===== config.mk =====
export PLATFORM = sky130hd
export DESIGN_NAME = anc_tap_sequencer
export DESIGN_NICKNAME = d
export VERILOG_FILES = /design/src/rtl/anc_pkg.sv /design/src/rtl/anc_delay_line.sv /design/src/rtl/anc_tap_sequencer.sv
export SDC_FILE = /design/constraint.sdc
export NUM_CORES = 1
export LEC_CHECK = 0
export ABC_CLOCK_PERIOD_IN_PS = 2900
export CAP_MARGIN = 10
export CORE_MARGIN = 2
export CORE_UTILIZATION = 56
export CTS_CLUSTER_SIZE = 8
export DETAILED_ROUTE_END_ITERATION = 16
export PLACE_DENSITY = 0.76
export SLEW_MARGIN = 20
export SYNTH_ARGS = -nofsm -noshare
export SYNTH_HDL_FRONTEND = slang
export SYNTH_SLANG_ARGS = --single-unit

===== constraint.sdc =====
create_clock -name Clk_100M -period 2.9 [get_ports Clk_100M]
set_input_delay 0.435 -clock Clk_100M [delete_from_list [all_inputs] [get_ports Clk_100M]]
set_output_delay 0.435 -clock Clk_100M [all_outputs]
set_load 0.01 [all_outputs]

===== src/rtl/anc_pkg.sv =====
// Shared defaults and FSM encoding for the ANC tap sequencer slice.
package anc_pkg;
  localparam int ANC_TAPS    = 32;
  localparam int ANC_DW      = 11;
  localparam int ANC_AW      = 5;
  localparam int SYNC_CYCLES = 2;

  typedef enum logic [2:0] {
    IDLE,
    SYNC0,
    SYNC1,
    TAP_EN,
    TAP_GAP,
    DONE
  } state_e;
endpackage


===== src/rtl/anc_delay_line.sv =====
// Circular TAPS x DW reference-sample buffer; read at a tap offset behind the write pointer.
module anc_delay_line
  import anc_pkg::*;
#(
  parameter int TAPS = ANC_TAPS,
  parameter int DW   = ANC_DW,
  parameter int AW   = ANC_AW
) (
  input  logic          Clk_100M,
  input  logic          Reset_N,
  input  logic          Wr_En,
  input  logic [AW-1:0] Wr_Ptr,
  input  logic [DW-1:0] Wr_Data,
  input  logic [AW-1:0] Rd_Off,
  output logic [DW-1:0] Rd_Data
);
  logic [DW-1:0] line [TAPS];
  logic [AW-1:0] rdIdx;

  always_ff @(posedge Clk_100M or negedge Reset_N) begin
    if (!Reset_N) begin
      for (int i = 0; i < TAPS; i++) line[i] <= '0;
    end else if (Wr_En) begin
      line[Wr_Ptr] <= Wr_Data;
    end
  end

  // AW-bit subtraction wraps modulo TAPS; tap 0 is the newest sample.
  assign rdIdx   = Wr_Ptr - Rd_Off;
  assign Rd_Data = line[rdIdx];
endmodule


===== src/rtl/anc_tap_sequencer.sv =====
// Per-sample frame sequencer feeding sample/weight pairs, one per tap, to the ANC FIR stage.
module anc_tap_sequencer
  import anc_pkg::*;
#(
  parameter int TAPS = ANC_TAPS,
  parameter int DW   = ANC_DW,
  parameter int AW   = ANC_AW
) (
  input  logic          Clk_100M,
  input  logic          Reset_N,
  input  logic [DW-1:0] Sample_In,
  input  logic          Sample_Valid,
  input  logic          Wz_Wr_En,
  input  logic [AW-1:0] Wz_Wr_Addr,
  input  logic [DW-1:0] Wz_Wr_Data,
  output logic [DW-1:0] Sig_Out,
  output logic [DW-1:0] Wz_Out,
  output logic          FilterEN_Out,
  output logic          Synch_Out,
  output logic [AW-1:0] Tap_Idx,
  output logic          Busy,
  output logic          Frame_Done,
  output logic          Overrun
);
  state_e        state, nxtState;
  logic [AW-1:0] wrPtr, tapK;
  logic [DW-1:0] lineRd;
  logic [DW-1:0] wz [TAPS];
  logic          accept, lastTap;
  logic          synchD, enD, doneD, busyD;

  assign accept  = Sample_Valid && (state == IDLE);
  assign lastTap = (tapK == AW'(TAPS - 1));

  anc_delay_line #(.TAPS(TAPS), .DW(DW), .AW(AW)) uLine (
    .Clk_100M (Clk_100M),
    .Reset_N  (Reset_N),
    .Wr_En    (accept),
    .Wr_Ptr   (wrPtr),
    .Wr_Data  (Sample_In),
    .Rd_Off   (tapK),
    .Rd_Data  (lineRd)
  );

  always_ff @(posedge Clk_100M or negedge Reset_N) begin
    if (!Reset_N) state <= IDLE;
    else          state <= nxtState;
  end

  // Output strobes are decoded from the current state and registered one edge later.
  always_comb begin
    nxtState = state;
    synchD   = 1'b0;
    enD      = 1'b0;
    doneD    = 1'b0;
    busyD    = (state != IDLE);
    unique case (state)
      IDLE:    if (Sample_Valid) nxtState = SYNC0;
      SYNC0:   begin synchD = 1'b1; nxtState = SYNC1;  end
      SYNC1:   begin synchD = 1'b1; nxtState = TAP_EN; end
      TAP_EN:  begin enD = 1'b1;    nxtState = TAP_GAP; end
      TAP_GAP: nxtState = lastTap ? DONE : TAP_EN;
      DONE:    begin doneD = 1'b1;  nxtState = IDLE;   end
      default: nxtState = IDLE;
    endcase
  end

  always_ff @(posedge Clk_100M or negedge Reset_N) begin
    if (!Reset_N) begin
      tapK  <= '0;
      wrPtr <= '0;
    end else begin
      if (state == SYNC0 || state == SYNC1)  tapK <= '0;
      else if (state == TAP_GAP && !lastTap) tapK <= tapK + 1'b1;
      if (state == DONE) wrPtr <= wrPtr + 1'b1;
    end
  end

  // Write lands on the edge it is sampled, so a same-edge read of that tap sees the old weight.
  always_ff @(posedge Clk_100M or negedge Reset_N) begin
    if (!Reset_N) begin
      for (int i = 0; i < TAPS; i++) wz[i] <= '0;
    end else if (Wz_Wr_En) begin
      wz[Wz_Wr_Addr] <= Wz_Wr_Data;
    end
  end

  always_ff @(posedge Clk_100M or negedge Reset_N) begin
    if (!Reset_N) begin
      Synch_Out    <= 1'b0;
      FilterEN_Out <= 1'b0;
      Frame_Done   <= 1'b0;
      Busy         <= 1'b0;
      Overrun      <= 1'b0;
      Sig_Out      <= '0;
      Wz_Out       <= '0;
      Tap_Idx      <= '0;
    end else begin
      Synch_Out    <= synchD;
      FilterEN_Out <= enD;
      Frame_Done   <= doneD;
      Busy         <= busyD;
      if (Sample_Valid && state != IDLE) Overrun <= 1'b1;
      // Pair is captured on the enable edge and held through the following gap.
      if (state == TAP_EN) begin
        Sig_Out <= lineRd;
        Wz_Out  <= wz[tapK];
        Tap_Idx <= tapK;
      end
    end
  end
endmodule


==> metrics <==
status=complete, no violations; gpl congestion=0.849; vias in the first global route=21.3k; clock skew=0.0210 ns; startpoint class of the critical path=flip-flop; VDD IR-drop max=0.604 mV; Mapped Avg Cell Area=15.4 µm²; commonest cells after routing, fill and taps aside=747 x dfrtp_1, 726 x mux2_2, 172 x mux4_2; vias=19.8k; Slew HR=38.7%; largest net degree at the start of global routing=95; row count=90; first-pass GRT wire length=128000 µm; Avg Vias per Cell=6.35; Sw Pwr=9.48 mW; worst-margin pin slew=0.920 ns; YS warnings=0; Reg clk slew, reported paths=0.05 ns; Layout area overhead=14.3%; worst path cell trace=ha_4, fa_4, buf_12, buf_4, mux4_2, mux2i_1, mux2i_2, a211o_1; layout cells sized above 1=50.4%; antenna violation net count after detailed routing=0; Synth Instances=2203; Final min period=2.89 ns; worst setup path category=flip-flop to flip-flop; H-Tree Depth=3; share of power burned in combinational logic=28.3%; #FFs+latches synth=749; Sw Share=29.0%; slowest cell delay on critical path=0.82 ns; final-report setup violation count=0; clk_lat worst skew=0.65 ns; Flop pwr share=39.7%; initial antenna violation count=1; CP endpoint kind=flip-flop; Synth Area in Simple Gates=3.16%; async set-or-reset flop fraction in the synthesized netlist=100%; pre-CTS WS=0.0225 ns; Pint=23.2 mW; number of synthesized flops with an enable pin=0; Hold Violations, Final=0; starting density of the core=56.4%; syn_nets=2245; clock share of power=32.0%; largest family of logic cells by synthesized area=multiplexers; die height=250 µm; min setup slack post-route=0.00915 ns; slowest stage cell, crit path=fa_4; die area=62500 µm²; CTS sink count=749; sequential fraction of the synthesis area=55.3%; average wire per standard cell=26.0 µm; core area=60100 µm²; Slew Limit Fails=0; final period utilization=99.7%; CTS tree=built; global route overflow=0; IO Port Bufs=62; final net count=2365; Hold Crit Class=input port to asynchronous set/reset pin; Worst EP required=3.42 ns; Top Ports=63; dominant synthesized flop cell=dfrtp_1; Max Cap Viol=0; adder-cell share of the synthesized area=0.428%; DRC viols=0; Mapped Area=33900 µm²; WP data arrival=3.41 ns; Post-DP HPWL=51300 µm; Compound-Gate Fraction of Synth Area=1.53%; top cell family by delay on the critical path=adder cells; total global-route track usage=26.8%; post-synthesis mux area share=36.6%; routed wire length=81100 µm; commonest non-fill, non-tap cell in the layout=dfrtp_1; power per cell area=844 nW/µm²; worst-path maximum fanout=23; Root Buffer=clkbuf_16; Distinct cells, synth=46; CTS max path bufs=3; CTS Buf Count=103; xor/xnor share of the synthesized area=0.314%; ANT cells=0; Peak Freq=346 MHz; First-pass DRT Iterations=5; Die Width=250 µm; Leakage=18.0 nW; DRT iter0 DRCs=1307; Finished Cell Area=38700 µm²; setup TNS=0 ns; CP bufs+invs=2; dpl cell area=36000 µm²; unrepaired setup endpoints after global routing=true
==> sequential cells by signal, indices dropped and copies added (netlist names), 3 cells and up <==
| register | flops |
|---|---|
| Wz_Out | 11 |
| Sig_Out | 11 |
| wrPtr | 5 |
| uLine.line | 352 |
| wz | 352 |
| state | 3 |
| Tap_Idx | 5 |
| tapK | 5 |
==> final cells by class <==
cell class	count	area, µm²
Sequential cell	749	18800
Tap cell	782	978
Timing Repair Buffer	211	2020
Clock inverter	6	90.1
Clock buffer	106	2600
Fill cell	4196	21400
Inverter	9	33.8
Multi-Input combinational cell	1249	14300
==> logic make-up after synthesis <==
group / Yosys count
multiplexers: 929
flip-flops: 749
AND/OR/NAND/NOR: 216
buffers and inverters: 205
AO/OA/AOI/OAI: 83
adder cells (fa/ha/maj): 11
XOR/XNOR: 10
==> path summary, 6_finish.rpt <==
check / start / endpoint / slack, ns / depth (start not counted)
min: Reset_N / Frame_Done$_DFF_PN0_ / 0.40 / 2
max in group asynchronous: Reset_N / uLine.line[191]$_DFFE_PN0P_ / 1.55 / 3
max: tapK[0]$_DFFE_PN0P_ / Sig_Out[9]$_DFFE_PN0P_ / 0.009 / 8
min in group Clk_100M: Overrun$_DFFE_PN0P_ / Overrun$_DFFE_PN0P_ / 0.47 / 1
min reg2reg: Overrun$_DFFE_PN0P_ / Overrun$_DFFE_PN0P_ / 0.47 / 1
max reg2reg: tapK[0]$_DFFE_PN0P_ / Sig_Out[9]$_DFFE_PN0P_ / 0.009 / 8
==> repair_timing <==
action                                  4_1_cts  5_1_grt
resized for setup                             0        5
hold buffers                                  1        0
endpoints found under the setup margin        0       11
hold endpoints to repair                     55        0
setup buffers                                 0        1
==> routing by layer <==
| layer | routed length (µm) | up-vias | global-route usage [%] | part of all wire (%) |
|---|---|---|---|---|
| met5 | 0 | - | 0 | 0 |
| met4 | 2290 | 0 | 8.85 | 2.8 |
| met3 | 4500 | 148 | 5.47 | 5.6 |
| met2 | 40400 | 573 | 44.1 | 50 |
| met1 | 33800 | 10711 | 36.1 | 42 |
| li1 | - | 8335 | - | - |
==> power by group through the flow <==
stage	clock, mW	combinational (mW)	sequential (mW)
4_1_cts	10.6	9.29	13.0
3_5_place_dp	0	9.25	13.1
5_1_grt	11.1	9.86	13.2
6_report	10.5	9.24	13.0
2_1_floorplan	0	6.27	12.8
3_3_place_gp	0	9.06	13.0
==> worst register-to-register path, cell delays in order, from the launching register on <==
cell and delay [ns]:
dfrtp_4 0.50, ha_4 0.17, fa_4 0.82, buf_12 0.20
buf_4 0.17, mux4_2 0.29, mux2i_1 0.17, mux2i_2 0.13
a211o_1 0.31
==> cells in the mapped netlist (6+ instances only) <==
library cell / count / area, µm²
a22oi_1: 10 / 75.1
and3_1: 7 / 43.8
buf_1: 14 / 52.6
buf_2: 59 / 295
buf_4: 9 / 67.6
clkbuf_1: 109 / 409
dfrtp_1: 749 / 18700
ha_1: 10 / 125
inv_1: 7 / 26.3
mux2_2: 726 / 8180
mux2i_1: 29 / 290
mux4_2: 172 / 3870
nand2_1: 99 / 372
nand3_1: 6 / 30.0
nand3b_1: 6 / 45.0
nand4_1: 12 / 75.1
nor2_1: 28 / 105
nor3_1: 6 / 30.0
nor3b_1: 8 / 60.1
o21ai_0: 18 / 90.1
o22ai_1: 40 / 250
or3_1: 20 / 125
or4_1: 10 / 75.1
xnor2_1: 7 / 61.3
==> per-stage QoR <==
step                utilization, %  hold slack [ns]  power [mW]  cells
floorplan                        -            0.139        19.1   2203
finish                        64.4            0.403        32.7   3112
detailed placement            59.9            0.448        22.4   2998
CTS                           64.4            0.425        32.9   3111
global placement              59.9            0.450        22.0   2998
global route                  64.4            0.443        34.1   3112
Note: power is estimated with default switching activity, not from simulation.
